**src/rtl/ocm_pkg.sv**
```systemverilog
// Shared types for the OCM port controller: FSM state encoding, AMO op codes
// and the byte-lane reversal between core order and OCM storage order.
package ocm_pkg;

  typedef enum logic [2:0] {
    StIdle    = 3'd0,
    StReq     = 3'd1,
    StRead    = 3'd2,
    StCapture = 3'd3,
    StWrite   = 3'd4,
    StDone    = 3'd5
  } ocm_state_e;

  typedef enum logic [3:0] {
    AmoSwap = 4'd0,
    AmoAdd  = 4'd1,
    AmoAnd  = 4'd2,
    AmoOr   = 4'd3,
    AmoXor  = 4'd4,
    AmoMin  = 4'd5,
    AmoMax  = 4'd6,
    AmoMinu = 4'd7,
    AmoMaxu = 4'd8
  } amo_op_e;

  function automatic logic [31:0] bswap32(input logic [31:0] w);
    return {w[7:0], w[15:8], w[23:16], w[31:24]};
  endfunction

endpackage

```
**src/rtl/ocm_port_ctrl_if.sv**
```systemverilog
// Core-side request/response and OCM-side bus signals of one OCM port.
interface ocm_port_ctrl_if #(
  parameter int unsigned ADDR_BITS = 12
);
  logic                 i_valid;
  logic [3:0]           i_we;
  logic                 i_amo;
  logic [3:0]           i_amo_op;
  logic [ADDR_BITS-1:0] i_addr;
  logic [31:0]          i_wdata;
  logic                 o_stall;
  logic                 o_done;
  logic [31:0]          o_rdata;
  logic                 o_req;
  logic                 o_ocm_done;
  logic                 i_grant;
  logic [ADDR_BITS-1:0] o_ocm_addr;
  logic [31:0]          o_ocm_wdata;
  logic [3:0]           o_ocm_we;
  logic [31:0]          i_ocm_rdata;

  modport slave (
    input  i_valid, i_we, i_amo, i_amo_op, i_addr, i_wdata, i_grant, i_ocm_rdata,
    output o_stall, o_done, o_rdata, o_req, o_ocm_done, o_ocm_addr, o_ocm_wdata, o_ocm_we
  );

  modport master (
    output i_valid, i_we, i_amo, i_amo_op, i_addr, i_wdata, i_grant, i_ocm_rdata,
    input  o_stall, o_done, o_rdata, o_req, o_ocm_done, o_ocm_addr, o_ocm_wdata, o_ocm_we
  );
endinterface

```
**src/rtl/ocm_amo_alu.sv**
```systemverilog
// Combinational AMO datapath: new value from old word and operand; unknown
// op codes clear we_o so the write is suppressed.
module ocm_amo_alu
  import ocm_pkg::*;
(
  input  logic [31:0] old_i,
  input  logic [31:0] operand_i,
  input  logic [3:0]  op_i,
  output logic [31:0] new_o,
  output logic        we_o
);

  always_comb begin
    new_o = old_i;
    we_o  = 1'b1;
    case (op_i)
      AmoSwap: new_o = operand_i;
      AmoAdd:  new_o = old_i + operand_i;
      AmoAnd:  new_o = old_i & operand_i;
      AmoOr:   new_o = old_i | operand_i;
      AmoXor:  new_o = old_i ^ operand_i;
      AmoMin:  new_o = ($signed(old_i) < $signed(operand_i)) ? old_i : operand_i;
      AmoMax:  new_o = ($signed(old_i) > $signed(operand_i)) ? old_i : operand_i;
      AmoMinu: new_o = (old_i < operand_i) ? old_i : operand_i;
      AmoMaxu: new_o = (old_i > operand_i) ? old_i : operand_i;
      default: we_o  = 1'b0;
    endcase
  end

endmodule

```
**src/rtl/ocm_port_ctrl.sv**
```systemverilog
// OCM port controller: arbitrates for the OCM, performs loads, stores and
// atomic read-modify-writes on behalf of the core, restarting on grant loss.
module ocm_port_ctrl
  import ocm_pkg::*;
#(
  parameter int unsigned ADDR_BITS = 12
) (
  input logic            clk,
  input logic            nrst,
  ocm_port_ctrl_if.slave bus
);

  ocm_state_e           state_q;
  logic [3:0]           we_q;
  logic                 amo_q;
  logic [3:0]           op_q;
  logic [ADDR_BITS-1:0] addr_q;
  logic [31:0]          wdata_q;
  logic [31:0]          rdata_q;
  logic [31:0]          amo_new;
  logic                 amo_we;
  logic                 idle;

  ocm_amo_alu u_amo_alu (
    .old_i     (rdata_q),
    .operand_i (wdata_q),
    .op_i      (op_q),
    .new_o     (amo_new),
    .we_o      (amo_we)
  );

  always_ff @(posedge clk) begin
    if (!nrst) begin
      state_q <= StIdle;
      we_q    <= '0;
      amo_q   <= 1'b0;
      op_q    <= '0;
      addr_q  <= '0;
      wdata_q <= '0;
      rdata_q <= '0;
    end else begin
      unique case (state_q)
        StIdle: begin
          if (bus.i_valid) begin
            we_q    <= bus.i_we;
            amo_q   <= bus.i_amo;
            op_q    <= bus.i_amo_op;
            addr_q  <= bus.i_addr;
            wdata_q <= bus.i_wdata;
            state_q <= StReq;
          end
        end
        StReq: begin
          if (bus.i_grant) state_q <= (amo_q || we_q == 4'h0) ? StRead : StWrite;
        end
        StRead: state_q <= bus.i_grant ? StCapture : StReq;
        StCapture: begin
          if (bus.i_grant) begin
            rdata_q <= bswap32(bus.i_ocm_rdata);
            state_q <= amo_q ? StWrite : StDone;
          end else begin
            state_q <= StReq;
          end
        end
        StWrite: state_q <= bus.i_grant ? StDone : StReq;
        StDone:  state_q <= StIdle;
        default: state_q <= StIdle;
      endcase
    end
  end

  assign idle            = (state_q == StIdle);
  assign bus.o_req       = !idle;
  assign bus.o_done      = (state_q == StDone);
  assign bus.o_ocm_done  = (state_q == StDone);
  assign bus.o_stall     = (idle && bus.i_valid) || (!idle && state_q != StDone);
  assign bus.o_rdata     = rdata_q;
  assign bus.o_ocm_addr  = idle ? '0 : addr_q;
  assign bus.o_ocm_wdata = idle ? '0 : (amo_q ? amo_new : wdata_q);

  // Gated by nrst so a reset asserted during WRITE never lets the write land.
  always_comb begin
    bus.o_ocm_we = 4'h0;
    if (nrst && state_q == StWrite && bus.i_grant) begin
      bus.o_ocm_we = amo_q ? {4{amo_we}} : we_q;
    end
  end

endmodule

```
**src/flat_wrapper.sv**
```systemverilog
// flat-port wrapper written by rule: the top's interface ports become plain ports
module ocm_port_ctrl_flat import ocm_pkg::*;
#(
  parameter int unsigned ADDR_BITS = 12
)
  (clk, nrst, bus_i_valid, bus_i_we, bus_i_amo, bus_i_amo_op, bus_i_addr, bus_i_wdata, bus_i_grant, bus_i_ocm_rdata, bus_o_stall, bus_o_done, bus_o_rdata, bus_o_req, bus_o_ocm_done, bus_o_ocm_addr, bus_o_ocm_wdata, bus_o_ocm_we);
  ocm_port_ctrl_if #(.ADDR_BITS(ADDR_BITS)) bus_i ();
  input logic clk;
  input logic nrst;
  input wire logic [$bits(bus_i.i_valid)-1:0] bus_i_valid;
  input wire logic [$bits(bus_i.i_we)-1:0] bus_i_we;
  input wire logic [$bits(bus_i.i_amo)-1:0] bus_i_amo;
  input wire logic [$bits(bus_i.i_amo_op)-1:0] bus_i_amo_op;
  input wire logic [$bits(bus_i.i_addr)-1:0] bus_i_addr;
  input wire logic [$bits(bus_i.i_wdata)-1:0] bus_i_wdata;
  input wire logic [$bits(bus_i.i_grant)-1:0] bus_i_grant;
  input wire logic [$bits(bus_i.i_ocm_rdata)-1:0] bus_i_ocm_rdata;
  output wire logic [$bits(bus_i.o_stall)-1:0] bus_o_stall;
  output wire logic [$bits(bus_i.o_done)-1:0] bus_o_done;
  output wire logic [$bits(bus_i.o_rdata)-1:0] bus_o_rdata;
  output wire logic [$bits(bus_i.o_req)-1:0] bus_o_req;
  output wire logic [$bits(bus_i.o_ocm_done)-1:0] bus_o_ocm_done;
  output wire logic [$bits(bus_i.o_ocm_addr)-1:0] bus_o_ocm_addr;
  output wire logic [$bits(bus_i.o_ocm_wdata)-1:0] bus_o_ocm_wdata;
  output wire logic [$bits(bus_i.o_ocm_we)-1:0] bus_o_ocm_we;
  assign bus_i.i_valid = bus_i_valid;
  assign bus_i.i_we = bus_i_we;
  assign bus_i.i_amo = bus_i_amo;
  assign bus_i.i_amo_op = bus_i_amo_op;
  assign bus_i.i_addr = bus_i_addr;
  assign bus_i.i_wdata = bus_i_wdata;
  assign bus_i.i_grant = bus_i_grant;
  assign bus_i.i_ocm_rdata = bus_i_ocm_rdata;
  assign bus_o_stall = bus_i.o_stall;
  assign bus_o_done = bus_i.o_done;
  assign bus_o_rdata = bus_i.o_rdata;
  assign bus_o_req = bus_i.o_req;
  assign bus_o_ocm_done = bus_i.o_ocm_done;
  assign bus_o_ocm_addr = bus_i.o_ocm_addr;
  assign bus_o_ocm_wdata = bus_i.o_ocm_wdata;
  assign bus_o_ocm_we = bus_i.o_ocm_we;
  ocm_port_ctrl #(.ADDR_BITS(ADDR_BITS)) u_core (.clk(clk), .nrst(nrst), .bus(bus_i));
endmodule
```
**config.mk**
```make
export PLATFORM = sky130hd
export DESIGN_NAME = ocm_port_ctrl_flat
export DESIGN_NICKNAME = d
export VERILOG_FILES = /design/src/rtl/ocm_pkg.sv /design/src/rtl/ocm_port_ctrl_if.sv /design/src/rtl/ocm_amo_alu.sv /design/src/rtl/ocm_port_ctrl.sv /design/src/flat_wrapper.sv
export SDC_FILE = /design/constraint.sdc
export NUM_CORES = 1
export LEC_CHECK = 0
export CAP_MARGIN = 20
export CELL_PAD_IN_SITES_DETAIL_PLACEMENT = 0
export CELL_PAD_IN_SITES_GLOBAL_PLACEMENT = 1
export CORE_ASPECT_RATIO = 0.75
export CORE_MARGIN = 1.5
export CORE_UTILIZATION = 41
export CTS_CLUSTER_DIAMETER = 40
export DETAILED_ROUTE_END_ITERATION = 16
export PLACE_DENSITY = 0.95
export RECOVER_POWER = 25
export REMOVE_ABC_BUFFERS = 1
export SYNTH_ARGS = -nofsm -noshare
export SYNTH_HDL_FRONTEND = slang
export SYNTH_SLANG_ARGS = --single-unit
```
**constraint.sdc**
```tcl
create_clock -name clk -period 12.2 [get_ports clk]
set_clock_uncertainty 0.1 [all_clocks]
set_input_delay 1.83 -clock clk [delete_from_list [all_inputs] [get_ports clk]]
set_output_delay 1.83 -clock clk [all_outputs]
set_load 0.005 [all_outputs]
```
# ---- Yosys cells after proc, flatten, opt, wreduce, memory -nomap -nowiden
# Cells that the tools add are included.
# W data, S select, Z words.
dict set report classes {
  mux 19
  add_sub_neg 1
  n_lt_le_gt_ge 4
  bitwise 3
  eq_ne 16
  n_reduce_logical 14
}
# op count
set ops {}
lappend ops {{$pmux W32 S9} 1}
lappend ops {{$mux W32} 6}
lappend ops {{$gt A32 B32 Y1} 2}
lappend ops {{$lt A32 B32 Y1} 2}
lappend ops {{$add A32 B32 Y32} 1}
lappend ops {{$and A32 B32 Y32} 1}
lappend ops {{$or A32 B32 Y32} 1}
lappend ops {{$xor A32 B32 Y32} 1}
lappend ops {{$eq A4 B3 Y1 const B} 4}
lappend ops {{$mux W3} 5}
lappend ops {{$pmux W3 S5} 1}
lappend ops {{$mux W12} 1}
lappend ops {{$reduce_or A9 Y1} 1}
lappend ops {{$eq A4 B2 Y1 const B} 2}
lappend ops {{$logic_not A4 Y1} 2}
lappend ops {{$mux W4} 2}
lappend ops {{$eq A3 B2 Y1 const B} 2}
lappend ops {{$eq A3 B3 Y1 const B} 2}
lappend ops {{$reduce_and A2 Y1} 3}
lappend ops {{$eq A4 B1 Y1 const B} 1}
lappend ops {{$eq A4 B4 Y1 const B} 1}
lappend ops {{$logic_and A1 B1 Y1} 4}
lappend ops {{$ne A2 B2 Y1 const B} 2}
lappend ops {{$eq A3 B1 Y1 const B} 1}
lappend ops {{other kinds (6)} 8}
dict set report totals {
  ff_bits 88
  in_bits 89
  elab_cells 64
  out_inout_bits 84
}

# ---- Logic depth before layout (Yosys ltp)
# Gate-level depths: netlist of the first run.
dict set report depth {
  word_depth 5
  ltp_mapped 14
  depth_no_buf 11
}

# ---- Hierarchy
# From an unflattened synthesis of the first run, not the netlist that was laid out.
dict set report hier_totals {
  cells_unflattened 1174
  hier_area_um2 8798.4
}
# module cells_per_inst seq_area_each_um2 area_per_inst_um2 n_inst
set modules_own_cells {}
lappend modules_own_cells {ocm_amo_alu 668 0.0 4657.0 1}
lappend modules_own_cells {ocm_port_ctrl 506 1761.7 4141.5 1}

# ---- Least setup slack after synthesis of the first run
# Ideal clock, no wire load.
dict set report synth_timing {
  kind {reg2out}
  startpoint {register u_core.rdata_q[29] (netlist: u_core.bus.o_rdata[29])}
  endpoint {output port bus_o_ocm_wdata[28]}
  arrival_ps 3246
  required_time_ps 10270
  path_buffers 1
  stages_incl_launch_ff 13
  slack_ps 7024
  cell_sequence {dfxtp_1 > inv_1 > ha_1 > buf_6 > nor4_4 > nand4_2 > or3_1 > nor2b_4 > or2_4 > mux2_4 > o21ai_2 > or4b_1 > a32o_1}
}
dict set report synth_between {
  elab_chain_len 5
  elab_cells_between_ends 11
  cone_classes {order compare: 4; mux: 7}
}
# element line_no
set synth_rtl {}
lappend synth_rtl {{start: declaration} ocm_port_ctrl.sv:19} ;# logic [31:0] rdata_q;
lappend synth_rtl {{start signal: assignment} ocm_port_ctrl.sv:59} ;# rdata_q <= bswap32(bus.i_ocm_rdata);
lappend synth_rtl {{$gt A32 B32 Y1 (tied with other cells)} ocm_amo_alu.sv:25} ;# AmoMaxu: new_o = (old_i > operand_i) ? old_i : operand_i;
lappend synth_rtl {{$mux W32 (on tied branches)} --}
lappend synth_rtl {{$pmux W32 S9 (*)} ocm_amo_alu.sv:16} ;# case (op_i)
lappend synth_rtl {{$mux W32 (*) (2 in a row)} ocm_port_ctrl.sv:79} ;# assign bus.o_ocm_wdata = idle ? '0 : (amo_q ? amo_new : wdata_q);
lappend synth_rtl {{end: declaration} flat_wrapper.sv:24} ;# output wire logic [$bits(bus_i.o_ocm_wdata)-1:0] bus_o_ocm_wdata;
# Every way passes the cells marked *; elsewhere a longest branch is shown, timed or not.

# ---- Worst setup path after layout of the first run
dict set report layout_timing {
  startpoint {register u_core.rdata_q[14] (netlist: u_core.bus.o_rdata[14])}
  endpoint {output port bus_o_ocm_wdata[18]}
}
# Same word-level chain as after synthesis.

==> flow_summary.json, run 1 <==
{
  "postSynthCellCount": 1195,
  "max_cap_violations": 1,
  "clk_root_buffer_cell": "sky130_fd_sc_hd__clkbuf_16",
  "grt_antenna_before_repair": 0,
  "ant_nets": 0,
  "top_layer_used": "met4",
  "gp_routability_congestion": 0.935,
  "clockPowerShare": 0.340,
  "hold_violations": 0,
  "worst_skew_pair.late_latency_ns": 0.36,
  "yosys_warnings": 0,
  "finalSetupTns_ns": 0,
  "grt_start_max_net_pins": 60,
  "cts_max_level": 3,
  "antenna-diode-count": 0,
  "violations": "capacitance limit, slew limit",
  "ys_dominant_reg_cell": "sky130_fd_sc_hd__dfxtp_1",
  "wirelength_met1_mm": 14.3,
  "dieArea_um2": 21700,
  "globalRouteOverflowTotal": 0,
  "cts-root-to-sink-buffers": 2,
  "async_s_r_ff_share_synth": 0,
  "post_cts.resized_instances": 0,
  "layout_min_cycle_time_ns": 6.94,
  "cts_tree": "built",
  "worst_slew_pin_slew_ns": 2.38,
  "worstSetupPathType": "flop to output pin",
  "yosys.cell_types.count": 76,
  "finalSetupViolations": 0,
  "vias_in_the_first_global_route": 8232,
  "port_buffers": 172,
  "cp_data_required_time_ns": 10.27,
  "seq_area_frac_synth": 0.207,
  "routedWlPerCell_um": 17.8,
  "first_iter_violations": 711,
  "post_cts_hold_buffer_count": 0,
  "placeable_area_um2": 20300,
  "first_pass_iters": 5,
  "post_route_cells_drive_above_1_share": 0.0466,
  "nNetsFinal": 1491,
  "final_area_um2": 10700,
  "power.density_nw_per_um2": 83.7,
  "routed_via_density": 5.62,
  "cellInternalPower_uw": 587,
  "post_synthesis_cell_area_um2": 8530,
  "final_min_period_over_clock_period": 0.569,
  "wirelength_mm": 28.3,
  "cts_sinks": 88,
  "worstSetupEndpointType": "output pin",
  "fp-row-count": 45,
  "grt_first_pass_wirelength_mm": 44.9,
  "dieHeight_um": 128,
  "power.switching_uw": 308,
  "postPlaceCellArea_um2": 10400,
  "die_x_um": 170,
  "cts.reportedPaths.clkPinSlew_ns": 0.07,
  "start_kind": "flop",
  "yosys_register_bits": 88,
  "floorplan.initialDensity": 0.420,
  "postLayoutCoreUtil": 0.526,
  "power.combinational.fraction": 0.300,
  "data_arrival_time_at_the_worst_slack_endpoint_ns": 5.01,
  "timing.hold.worst.class": "flop to flop",
  "power_switching_share": 0.344,
  "postSynthAreaPerCell_um2": 7.14,
  "crit_fanout": 17,
  "max-slew-margin-rel": -0.585,
  "via_count": 8940,
  "cellLeakagePower_nw": 3.84,
  "met3RoutedLength_mm": 2.37,
  "area_delta_synth_final_pct": 25.4,
  "synth_edf_count": 0,
  "max_clock_freq_ghz": 0.144,
  "cts-buffers-inserted": 9,
  "detailroute.wirelength.met2_mm": 11.3,
  "power.share.sequential": 0.360,
  "run_status": "finished with violations",
  "dp_hpwl_mm": 20.2,
  "rsz_0062_raised_after_global_routing": "false",
  "top_level_ports": 173,
  "grt_util_all_layers": 0.261,
  "postCtsSetupBuffers": 0,
  "pins_over_slew_limit": 60,
  "drc": 0,
  "vdd.ir_drop.worst_mv": 0.0614
}
[layout by cell type, fill, tap and decap left out, types with 10 or more instances in the layout]
| cell type | count |
|---|---|
| sky130_fd_sc_hd__nand2_1 | 233 |
| sky130_fd_sc_hd__clkdlybuf4s50_1 | 150 |
| sky130_fd_sc_hd__a21oi_1 | 114 |
| sky130_fd_sc_hd__ha_1 | 96 |
| sky130_fd_sc_hd__a21boi_0 | 89 |
| sky130_fd_sc_hd__dfxtp_1 | 87 |
| sky130_fd_sc_hd__inv_1 | 84 |
| sky130_fd_sc_hd__nor2_1 | 63 |
| sky130_fd_sc_hd__o21ai_0 | 57 |
| sky130_fd_sc_hd__o211ai_1 | 22 |
| sky130_fd_sc_hd__dlygate4sd3_1 | 21 |
| sky130_fd_sc_hd__o31ai_1 | 18 |
| sky130_fd_sc_hd__nand3_1 | 17 |
| sky130_fd_sc_hd__a221oi_1 | 15 |
| sky130_fd_sc_hd__and2_1 | 13 |
| sky130_fd_sc_hd__a211oi_1 | 12 |
| sky130_fd_sc_hd__buf_4 | 12 |
| sky130_fd_sc_hd__o2111ai_1 | 11 |
| sky130_fd_sc_hd__nor2b_1 | 10 |
| sky130_fd_sc_hd__nor3_1 | 10 |
| sky130_fd_sc_hd__xnor2_1 | 10 |
[flip-flops by register name, indices dropped and copies added, names as in the netlist]
signal and count:
u_core.addr_q 12, u_core.op_q 4, u_core.we_q 4, u_core.wdata_q 32, u_core.amo_q 1, u_core.bus.o_rdata 32, u_core.state_q 3
[per-layer routing]
layer | up-vias | GRT usage
met3 | 32 | 0.0556
met4 | 0 | 0.0578
li1 | 4425 | -
met2 | 338 | 0.378
met5 | - | 0
met1 | 4145 | 0.391
[worst max-delay path, stage by stage (launching register included)]
cell,delay (ns)
sky130_fd_sc_hd__dfxtp_1,0.42
sky130_fd_sc_hd__inv_1,0.09
sky130_fd_sc_hd__ha_1,0.48
sky130_fd_sc_hd__inv_1,0.12
sky130_fd_sc_hd__a221oi_1,0.30
sky130_fd_sc_hd__o21bai_1,0.14
sky130_fd_sc_hd__nor4_1,0.49
sky130_fd_sc_hd__o21a_1,0.45
sky130_fd_sc_hd__mux2i_4,0.74
sky130_fd_sc_hd__nand2_1,0.30
sky130_fd_sc_hd__a211o_1,0.38
sky130_fd_sc_hd__a32o_1,0.26
sky130_fd_sc_hd__clkdlybuf4s50_1,0.47
[cell usage after synthesis (4+ instances only)]
library cell	count	share of area
sky130_fd_sc_hd__nor4_1	5	0.0037
sky130_fd_sc_hd__o221ai_1	5	0.0051
sky130_fd_sc_hd__a22oi_1	9	0.0079
sky130_fd_sc_hd__o31ai_1	18	0.016
sky130_fd_sc_hd__a21boi_0	89	0.078
sky130_fd_sc_hd__a21o_1	8	0.0070
sky130_fd_sc_hd__nor3_1	13	0.0076
sky130_fd_sc_hd__o32ai_1	5	0.0051
sky130_fd_sc_hd__nor4_4	4	0.010
sky130_fd_sc_hd__o21bai_1	6	0.0053
sky130_fd_sc_hd__nor2_1	64	0.028
sky130_fd_sc_hd__and3_1	5	0.0037
sky130_fd_sc_hd__o21ai_0	58	0.034
sky130_fd_sc_hd__ha_1	96	0.14
sky130_fd_sc_hd__o211ai_1	22	0.019
sky130_fd_sc_hd__nor2b_1	10	0.0073
sky130_fd_sc_hd__clkbuf_1	69	0.030
sky130_fd_sc_hd__a2111oi_0	7	0.0072
sky130_fd_sc_hd__and2_1	14	0.010
sky130_fd_sc_hd__a211oi_1	12	0.011
sky130_fd_sc_hd__a21oi_1	114	0.067
sky130_fd_sc_hd__nand4_1	4	0.0029
sky130_fd_sc_hd__nand2_1	234	0.10
sky130_fd_sc_hd__xnor2_1	10	0.010
sky130_fd_sc_hd__o2111ai_1	11	0.011
sky130_fd_sc_hd__buf_2	12	0.0070
sky130_fd_sc_hd__nand2b_1	6	0.0044
sky130_fd_sc_hd__a221oi_1	15	0.015
sky130_fd_sc_hd__a31o_2	5	0.0051
sky130_fd_sc_hd__nand3_1	18	0.011
sky130_fd_sc_hd__inv_1	84	0.037
sky130_fd_sc_hd__o21a_1	6	0.0053
sky130_fd_sc_hd__dfxtp_1	88	0.21
sky130_fd_sc_hd__or3_1	6	0.0044
[final timing paths]
path / startpoint / to / slack [ns] / cells after the start
worst min-delay path: u_core.addr_q[8]$_SDFFE_PN0P_ / u_core.addr_q[8]$_SDFFE_PN0P_ / 0.36 / 2
worst max register to register: u_core.state_q[0]$_SDFFE_PN0P_ / u_core.bus.o_rdata[12]$_SDFFE_PN0P_ / 9.76 / 5
worst min register to register: u_core.addr_q[8]$_SDFFE_PN0P_ / u_core.addr_q[8]$_SDFFE_PN0P_ / 0.36 / 2
worst max-delay path: u_core.bus.o_rdata[14]$_SDFFE_PN0P_ / bus_o_ocm_wdata[18] / 5.26 / 12
[cell families (layout without fill, tap and decap cells)]
family,Yosys count,after routing,synth area share
AOI/OAI and AO/OA,422,422,0.335
xor gates and xnor gates,13,13,0.0134
adders and majority gates,97,97,0.143
buffers and inverters,171,286,0.0801
DFF,88,88,0.207
muxes,4,4,0.00675
and+or+nand+nor,400,400,0.215
[power by group through the flow]
stage	sequential [mW]	combinational, mW	clock [mW]
after floorplan	0.324	0.146	0
after global placement	0.327	0.263	0
after detailed placement	0.328	0.265	0
after CTS	0.322	0.267	0.311
after global routing	0.325	0.295	0.322
final	0.322	0.268	0.304
[per-stage QoR]
stage               cells  hold slack (ns)  setup slack, ns  total power [mW]
global placement     1576            0.346             5.82             0.591
floorplan            1109            0.339             6.90             0.470
CTS                  1592            0.364             5.29             0.900
detailed placement   1576            0.354             5.70             0.594
finish               1592            0.363             5.26             0.895
global route         1592            0.383             4.94             0.941
[layout make-up]
class                      instances  area (µm²)
clock buffer                      11         253
tap                              282         353
inverter                          85         319
timing repair buffer             185        1810
fill                            2018        9640
multi-input combinational        936        6130
sequential                        88        1760
clock inverter                     5        63.8
No activity file was read; power rests on OpenSTA's default activity.
==> run 2: changes to the inputs <==
--- a/config.mk
+++ b/config.mk
@@ -10,10 +10,10 @@
 export CELL_PAD_IN_SITES_GLOBAL_PLACEMENT = 1
 export CORE_ASPECT_RATIO = 0.75
 export CORE_MARGIN = 1.5
-export CORE_UTILIZATION = 41
+export CORE_UTILIZATION = 34
 export CTS_CLUSTER_DIAMETER = 40
 export DETAILED_ROUTE_END_ITERATION = 16
-export PLACE_DENSITY = 0.95
+export PLACE_DENSITY = 0.9
 export RECOVER_POWER = 25
 export REMOVE_ABC_BUFFERS = 1
 export SYNTH_ARGS = -nofsm -noshare
==> constraint.sdc (replaced) <==
create_clock -name clk -period 5.71 [get_ports clk]
set_clock_uncertainty 0.1 [all_clocks]
set_input_delay 0.8565 -clock clk [delete_from_list [all_inputs] [get_ports clk]]
set_output_delay 0.8565 -clock clk [all_outputs]
set_load 0.005 [all_outputs]
==> run 2 against run 1 <==
- the flow still finishes with violations (capacitance limit, slew limit)
- sequential power grew 110%
- total power is 130% higher
- via count increased by 1.6%
- global-route usage is 2.8 points lower
- non-clock buffer count up 14
- worst setup slack worse by 5.0 ns
- sequential cell count unchanged
- clock-buffer cell count unchanged
- critical endpoint is now bus_o_ocm_wdata[28]
- highest routed layer unchanged
==> flow_summary.json, run 2 (synthesized netlist as in run 1, its figures left out) <==
{
  "cp_data_required_time_ns": 4.75,
  "worstSetupEndpointType": "output pin",
  "timing.critical_path.depth": 12,
  "first_pass_iters": 5,
  "finalSetupViolations": 0,
  "multi_input_logic_area_um2": 6160,
  "cts-buffers-inserted": 9,
  "port_buffers": 172,
  "cts_max_level": 3,
  "ant_nets": 0,
  "worst_hold_path.num_cells": 2,
  "postCtsSetupBuffers": 0,
  "die_x_um": 186,
  "worst_slew_pin_slew_ns": 1.95,
  "placeable_area_um2": 24300,
  "via_count": 9084,
  "vias_in_the_first_global_route": 8681,
  "fp-row-count": 49,
  "data_arrival_time_at_the_worst_slack_endpoint_ns": 4.50,
  "grt_first_pass_wirelength_mm": 47.9,
  "crit_buf_inv": 2,
  "drc": 0,
  "dp_hpwl_mm": 21.7,
  "worstSetupPathType": "flop to output pin",
  "timing.hold.worst.class": "flop to flop",
  "cts-root-to-sink-buffers": 2,
  "cellLeakagePower_nw": 3.93,
  "layout_min_cycle_time_ns": 5.46,
  "final_min_period_over_clock_period": 0.956,
  "area.sequential_um2": 1760,
  "wirelength_mm": 30.5,
  "max_clock_freq_ghz": 0.183,
  "grt_start_max_net_pins": 54,
  "crit_chain": "inv_1 -> ha_1 -> nor4_4 -> nand4_1 -> a21oi_1 -> nor4_2 -> o21a_2 -> o311ai_2 -> nand2_4 -> or4b_1 -> a32o_1 -> clkdlybuf4s50_1",
  "critPathSlowestCell": "sky130_fd_sc_hd__or4b_1",
  "finalSetupTns_ns": 0,
  "grt_antenna_before_repair": 0,
  "number_of_placed_cells_counting_well_taps": 1639,
  "cts_tree": "built",
  "max-slew-margin-rel": -0.299,
  "run_status": "finished with violations",
  "power.density_nw_per_um2": 187,
  "floorplan.initialDensity": 0.351,
  "first_iter_violations": 687,
  "routedWlPerCell_um": 18.4,
  "nNetsFinal": 1505,
  "fin_hold_ws_ns": 0.362,
  "pins_over_slew_limit": 91,
  "hold_violations": 0,
  "violations": "capacitance limit, slew limit",
  "r2r_cell_count": 6,
  "globalRouteOverflowTotal": 0,
  "critical-path-top-delay-family": "simple AND/OR/NAND/NOR gates",
  "worst_hold_startpoint": "u_core.addr_q[8]$_SDFFE_PN0P_",
  "crit_fanout": 10,
  "cts.reportedPaths.clkPinSlew_ns": 0.07,
  "antenna-diode-count": 0,
  "layout.cells.most_common_list": "sky130_fd_sc_hd__nand2_1 (233), sky130_fd_sc_hd__clkdlybuf4s50_1 (147), sky130_fd_sc_hd__a21oi_1 (114)",
  "critical_path.reg2reg.startpoint": "u_core.state_q[0]$_SDFFE_PN0P_",
  "post_cts.resized_instances": 0,
  "top_level_ports": 173,
  "area_delta_synth_final_pct": 28.2,
  "cts_sinks": 88,
  "rsz_0062_raised_after_global_routing": "true",
  "dieHeight_um": 140,
  "mostFrequentLayoutCell": "sky130_fd_sc_hd__nand2_1",
  "post_cts_hold_buffer_count": 0,
  "grt_util_all_layers": 0.233,
  "layoutNonFillerInstCount": 1655,
  "critical_path.startpoint": "u_core.bus.o_rdata[12]$_SDFFE_PN0P_",
  "final_area_um2": 10900,
  "max_cap_violations": 2,
  "postPlaceCellArea_um2": 10500,
  "start_kind": "flop",
  "clk_root_buffer_cell": "sky130_fd_sc_hd__clkbuf_16",
  "cp_slowest_stage_delay_ns": 0.54,
  "gp_routability_congestion": 0.906,
  "dieArea_um2": 26000,
  "post_route_cells_drive_above_1_share": 0.0582,
  "worst_skew_pair.late_latency_ns": 0.36,
  "vdd.ir_drop.worst_mv": 0.151,
  "number_of_fill_cells": 2475,
  "post-route-worst-setup-slack_ns": 0.250,
  "pre_cts_ws_ns": 0.424,
  "routed_via_density": 5.49
}
[run 2: cell count changes in the layout (fill, tap and decap cells not counted), sizes merged]
| cell | change |
|---|---|
| bufinv | +3 |
| clkbuf | +2 |
| dlygate4sd3 | +3 |
| clkinvlp | -1 |
| buf | +12 |
| clkinv | -1 |
| clkdlybuf4s50 | -3 |
| inv | -1 |
[run 2: worst reg2reg max path: stages, from the launching register on]
cell	delay [ns]
sky130_fd_sc_hd__dfxtp_1	0.42
sky130_fd_sc_hd__nor3_2	0.22
sky130_fd_sc_hd__buf_4	0.38
sky130_fd_sc_hd__and2_2	0.21
sky130_fd_sc_hd__buf_4	0.50
sky130_fd_sc_hd__nand2_1	0.24
sky130_fd_sc_hd__a21boi_0	0.19
[run 2: final cells by class]
cell class              count  share of cell area
multi-input cells         936               0.564
repair buffers            199               0.174
flip-flops and latches     88               0.161
well taps                 331              0.0379
inverters                  85              0.0292
clock buffers              11              0.0213
clock inverters             5              0.0118
[run 2: metal layers]
layer / track usage / up-vias / share of wire
met5: 0 / - / 0
li1: - / 4442 / -
met1: 0.351 / 4207 / 0.50
met4: 0.0632 / 0 / 0.018
met3: 0.0432 / 43 / 0.080
met2: 0.335 / 392 / 0.40
[run 2: final timing paths]
kind                                                   endpoint  slack [ns]
worst min-delay path              u_core.addr_q[8]$_SDFFE_PN0P_        0.36
worst max-delay path                        bus_o_ocm_wdata[28]        0.25
worst max register to register  u_core.wdata_q[26]$_SDFFE_PN0P_        3.38
worst min register to register    u_core.addr_q[8]$_SDFFE_PN0P_        0.36
[run 2: through the flow]
step	total power, mW	utilization
floorplan	1.00	-
global placement	1.28	0.434
detailed placement	1.29	0.434
CTS	2.05	0.449
global route	2.14	0.450
finish	2.04	0.450
[run 2: power by group]
group | internal [mW] | switching [mW] | total (mW)
combinational | 0.253 | 0.345 | 0.598
sequential | 0.645 | 0.0442 | 0.690
clock | 0.474 | 0.282 | 0.756
total | 1.37 | 0.671 | 2.04
==> run 3: changes to the inputs <==
==> constraint.sdc (replaced) <==
create_clock -name clk -period 5.71 [get_ports clk]
set_clock_uncertainty 0.1 [all_clocks]
set_input_delay 1.713 -clock clk [delete_from_list [all_inputs] [get_ports clk]]
set_output_delay 1.713 -clock clk [all_outputs]
set_load 0.005 [all_outputs]
==> run 3 against run 2 <==
- worst setup slack worse by 0.19 ns
- the flow still finishes with violations (capacitance limit, slew limit)
- core utilization up 5.6 points
- combinational power is 21% higher
==> flow_summary.json, run 3 (synthesized netlist as in run 1, its figures left out) <==
{
  "run_status": "finished with violations",
  "violations": "capacitance limit, slew limit",
  "critical-path-top-cell-by-count": "sky130_fd_sc_hd__nand2_2",
  "clockPowerShare": 0.331,
  "worst_slew_pin_slew_ns": 2.80,
  "hold_violations": 0,
  "antenna-diode-count": 0,
  "vdd.ir_drop.worst_mv": 0.166,
  "cellLeakagePower_nw": 4.89,
  "ant_nets": 0,
  "cellInternalPower_mw": 1.40,
  "power.density_nw_per_um2": 171,
  "final_min_period_over_clock_period": 0.989,
  "start_kind": "flop",
  "layout_min_cycle_time_ns": 5.65,
  "grt_start_max_net_pins": 50,
  "rsz_0062_raised_after_global_routing": "true",
  "max-slew-margin-rel": -0.869,
  "cts_tree": "built",
  "power.switching_uw": 703,
  "mostFrequentLayoutCell": "sky130_fd_sc_hd__nand2_1",
  "routedWlPerCell_um": 18.8,
  "dieHeight_um": 140,
  "placeable_area_um2": 24300,
  "wirelength_mm": 32.8,
  "critical-path-top-delay-family": "compound AO/OA/AOI/OAI gates",
  "max_cap_violations": 1,
  "globalRouteOverflowTotal": 0,
  "postPlaceCellArea_um2": 11200,
  "cts_sinks": 88,
  "first_pass_iters": 5,
  "crit_chain": "inv_1 -> ha_4 -> o211ai_1 -> a211oi_2 -> nand2_2 -> buf_4 -> nand2_2 -> a21boi_1 -> a2111o_1 -> a211oi_1 -> a2111oi_4 -> a21oi_2 -> clkdlybuf4s50_1",
  "finalSetupViolations": 0,
  "cp_slowest_stage_delay_ns": 0.55,
  "post_route_cells_drive_above_1_share": 0.181,
  "vias_in_the_first_global_route": 9257,
  "top_level_ports": 173,
  "power_switching_share": 0.335,
  "final_area_um2": 12300,
  "clk_root_buffer_cell": "sky130_fd_sc_hd__clkbuf_16",
  "cts_max_level": 3,
  "timing.hold.worst.class": "flop to flop",
  "data_arrival_time_at_the_worst_slack_endpoint_ns": 3.83,
  "floorplan.initialDensity": 0.351,
  "postLayoutCoreUtil": 0.506,
  "pins_over_slew_limit": 45,
  "layout.cells.most_common_list": "sky130_fd_sc_hd__nand2_1 (230), sky130_fd_sc_hd__clkdlybuf4s50_1 (123), sky130_fd_sc_hd__buf_4 (104)",
  "power.combinational.fraction": 0.346,
  "routed_via_density": 5.43,
  "first_iter_violations": 795,
  "drc": 0,
  "die_x_um": 186,
  "number_of_fill_cells": 2393,
  "max_clock_freq_ghz": 0.177,
  "worstSetupPathType": "flop to output pin",
  "grt_util_all_layers": 0.249,
  "cts.reportedPaths.clkPinSlew_ns": 0.07,
  "worstSetupEndpointType": "output pin",
  "area_delta_synth_final_pct": 44.0,
  "dieArea_um2": 26000,
  "worst_skew_pair.late_latency_ns": 0.35,
  "cts-buffers-inserted": 9,
  "via_count": 9483,
  "fp-row-count": 49,
  "gp_routability_congestion": 0.993,
  "power.share.sequential": 0.323,
  "cp_data_required_time_ns": 3.90,
  "cts-root-to-sink-buffers": 2,
  "nNetsFinal": 1599,
  "critPathSlowestCell": "sky130_fd_sc_hd__clkdlybuf4s50_1",
  "grt_antenna_before_repair": 0,
  "crit_fanout": 8,
  "port_buffers": 172,
  "grt_first_pass_wirelength_mm": 51.1,
  "crit_buf_inv": 3,
  "dp_hpwl_mm": 23.5
}
run 3: cell count changes in the layout (fill, tap and decap cells not counted), moves of 12 or more:
cell	change
sky130_fd_sc_hd__buf_4	+80
sky130_fd_sc_hd__ha_1	-25
sky130_fd_sc_hd__clkdlybuf4s50_1	-24
sky130_fd_sc_hd__dlymetal6s2s_1	+24
sky130_fd_sc_hd__ha_4	+22
sky130_fd_sc_hd__dfxtp_1	-16
sky130_fd_sc_hd__a21oi_1	-14
sky130_fd_sc_hd__dfxtp_2	+14
sky130_fd_sc_hd__a21oi_2	+12
run 3: final timing paths:
check / start / endpoint / slack (ns) / cells past startpoint
setup / recovery: u_core.bus.o_rdata[7]$_SDFFE_PN0P_ / bus_o_ocm_wdata[20] / 0.06 / 13
hold / removal: u_core.addr_q[2]$_SDFFE_PN0P_ / u_core.addr_q[2]$_SDFFE_PN0P_ / 0.36 / 2
setup reg to reg: u_core.state_q[0]$_SDFFE_PN0P_ / u_core.wdata_q[11]$_SDFFE_PN0P_ / 1.66 / 6
hold reg to reg: u_core.addr_q[2]$_SDFFE_PN0P_ / u_core.addr_q[2]$_SDFFE_PN0P_ / 0.36 / 2
run 3: cell type report:
type,instances,area (µm²),area share
clock buffer,10,229,0.0186
multi-input combinational,936,6770,0.551
tap,331,414,0.0337
clock inverter,4,95.1,0.00774
timing repair buffer,293,2670,0.217
sequential,88,1790,0.146
inverter,85,319,0.0260
run 3: through the flow:
| stage | std cells | total power, mW | setup TNS (ns) | hold WS (ns) | setup WS [ns] |
|---|---|---|---|---|---|
| 2_1_floorplan | 1109 | 1.00 | 0 | 0.339 | 0.532 |
| 3_3_place_gp | 1726 | 1.33 | 0 | 0.346 | 0.103 |
| 3_5_place_dp | 1726 | 1.34 | 0 | 0.355 | 0.0261 |
| 4_1_cts | 1743 | 2.06 | 0 | 0.364 | 0.00109 |
| 5_1_grt | 1747 | 2.20 | -0.355 | 0.387 | -0.134 |
| 6_report | 1747 | 2.10 | 0 | 0.359 | 0.0641 |
run 3: what timing repair did:
item	4_1_cts	5_1_grt
pin swaps	15	35
setup endpoints to repair	32	32
gates resized for setup	72	102
hold endpoints to repair	0	0
buffers inserted	3	4
hold buffers	0	0
run 3: power groups by stage:
stage	clock network (mW)	registers, mW	logic [mW]
2_1_floorplan	0	0.692	0.312
3_3_place_gp	0	0.689	0.642
3_5_place_dp	0	0.691	0.646
4_1_cts	0.705	0.677	0.681
5_1_grt	0.728	0.684	0.788
6_report	0.694	0.679	0.725
run 3: worst min-delay path: stages (launching register included):
cell	delay (ns)
sky130_fd_sc_hd__dfxtp_1	0.31
sky130_fd_sc_hd__nand2_1	0.04
sky130_fd_sc_hd__a21boi_0	0.06
run 3: metal layers:
metal,GRT usage,share of wire
met5,0,0
met4,0.0403,0.0080
met3,0.0530,0.079
met2,0.366,0.42
met1,0.372,0.50
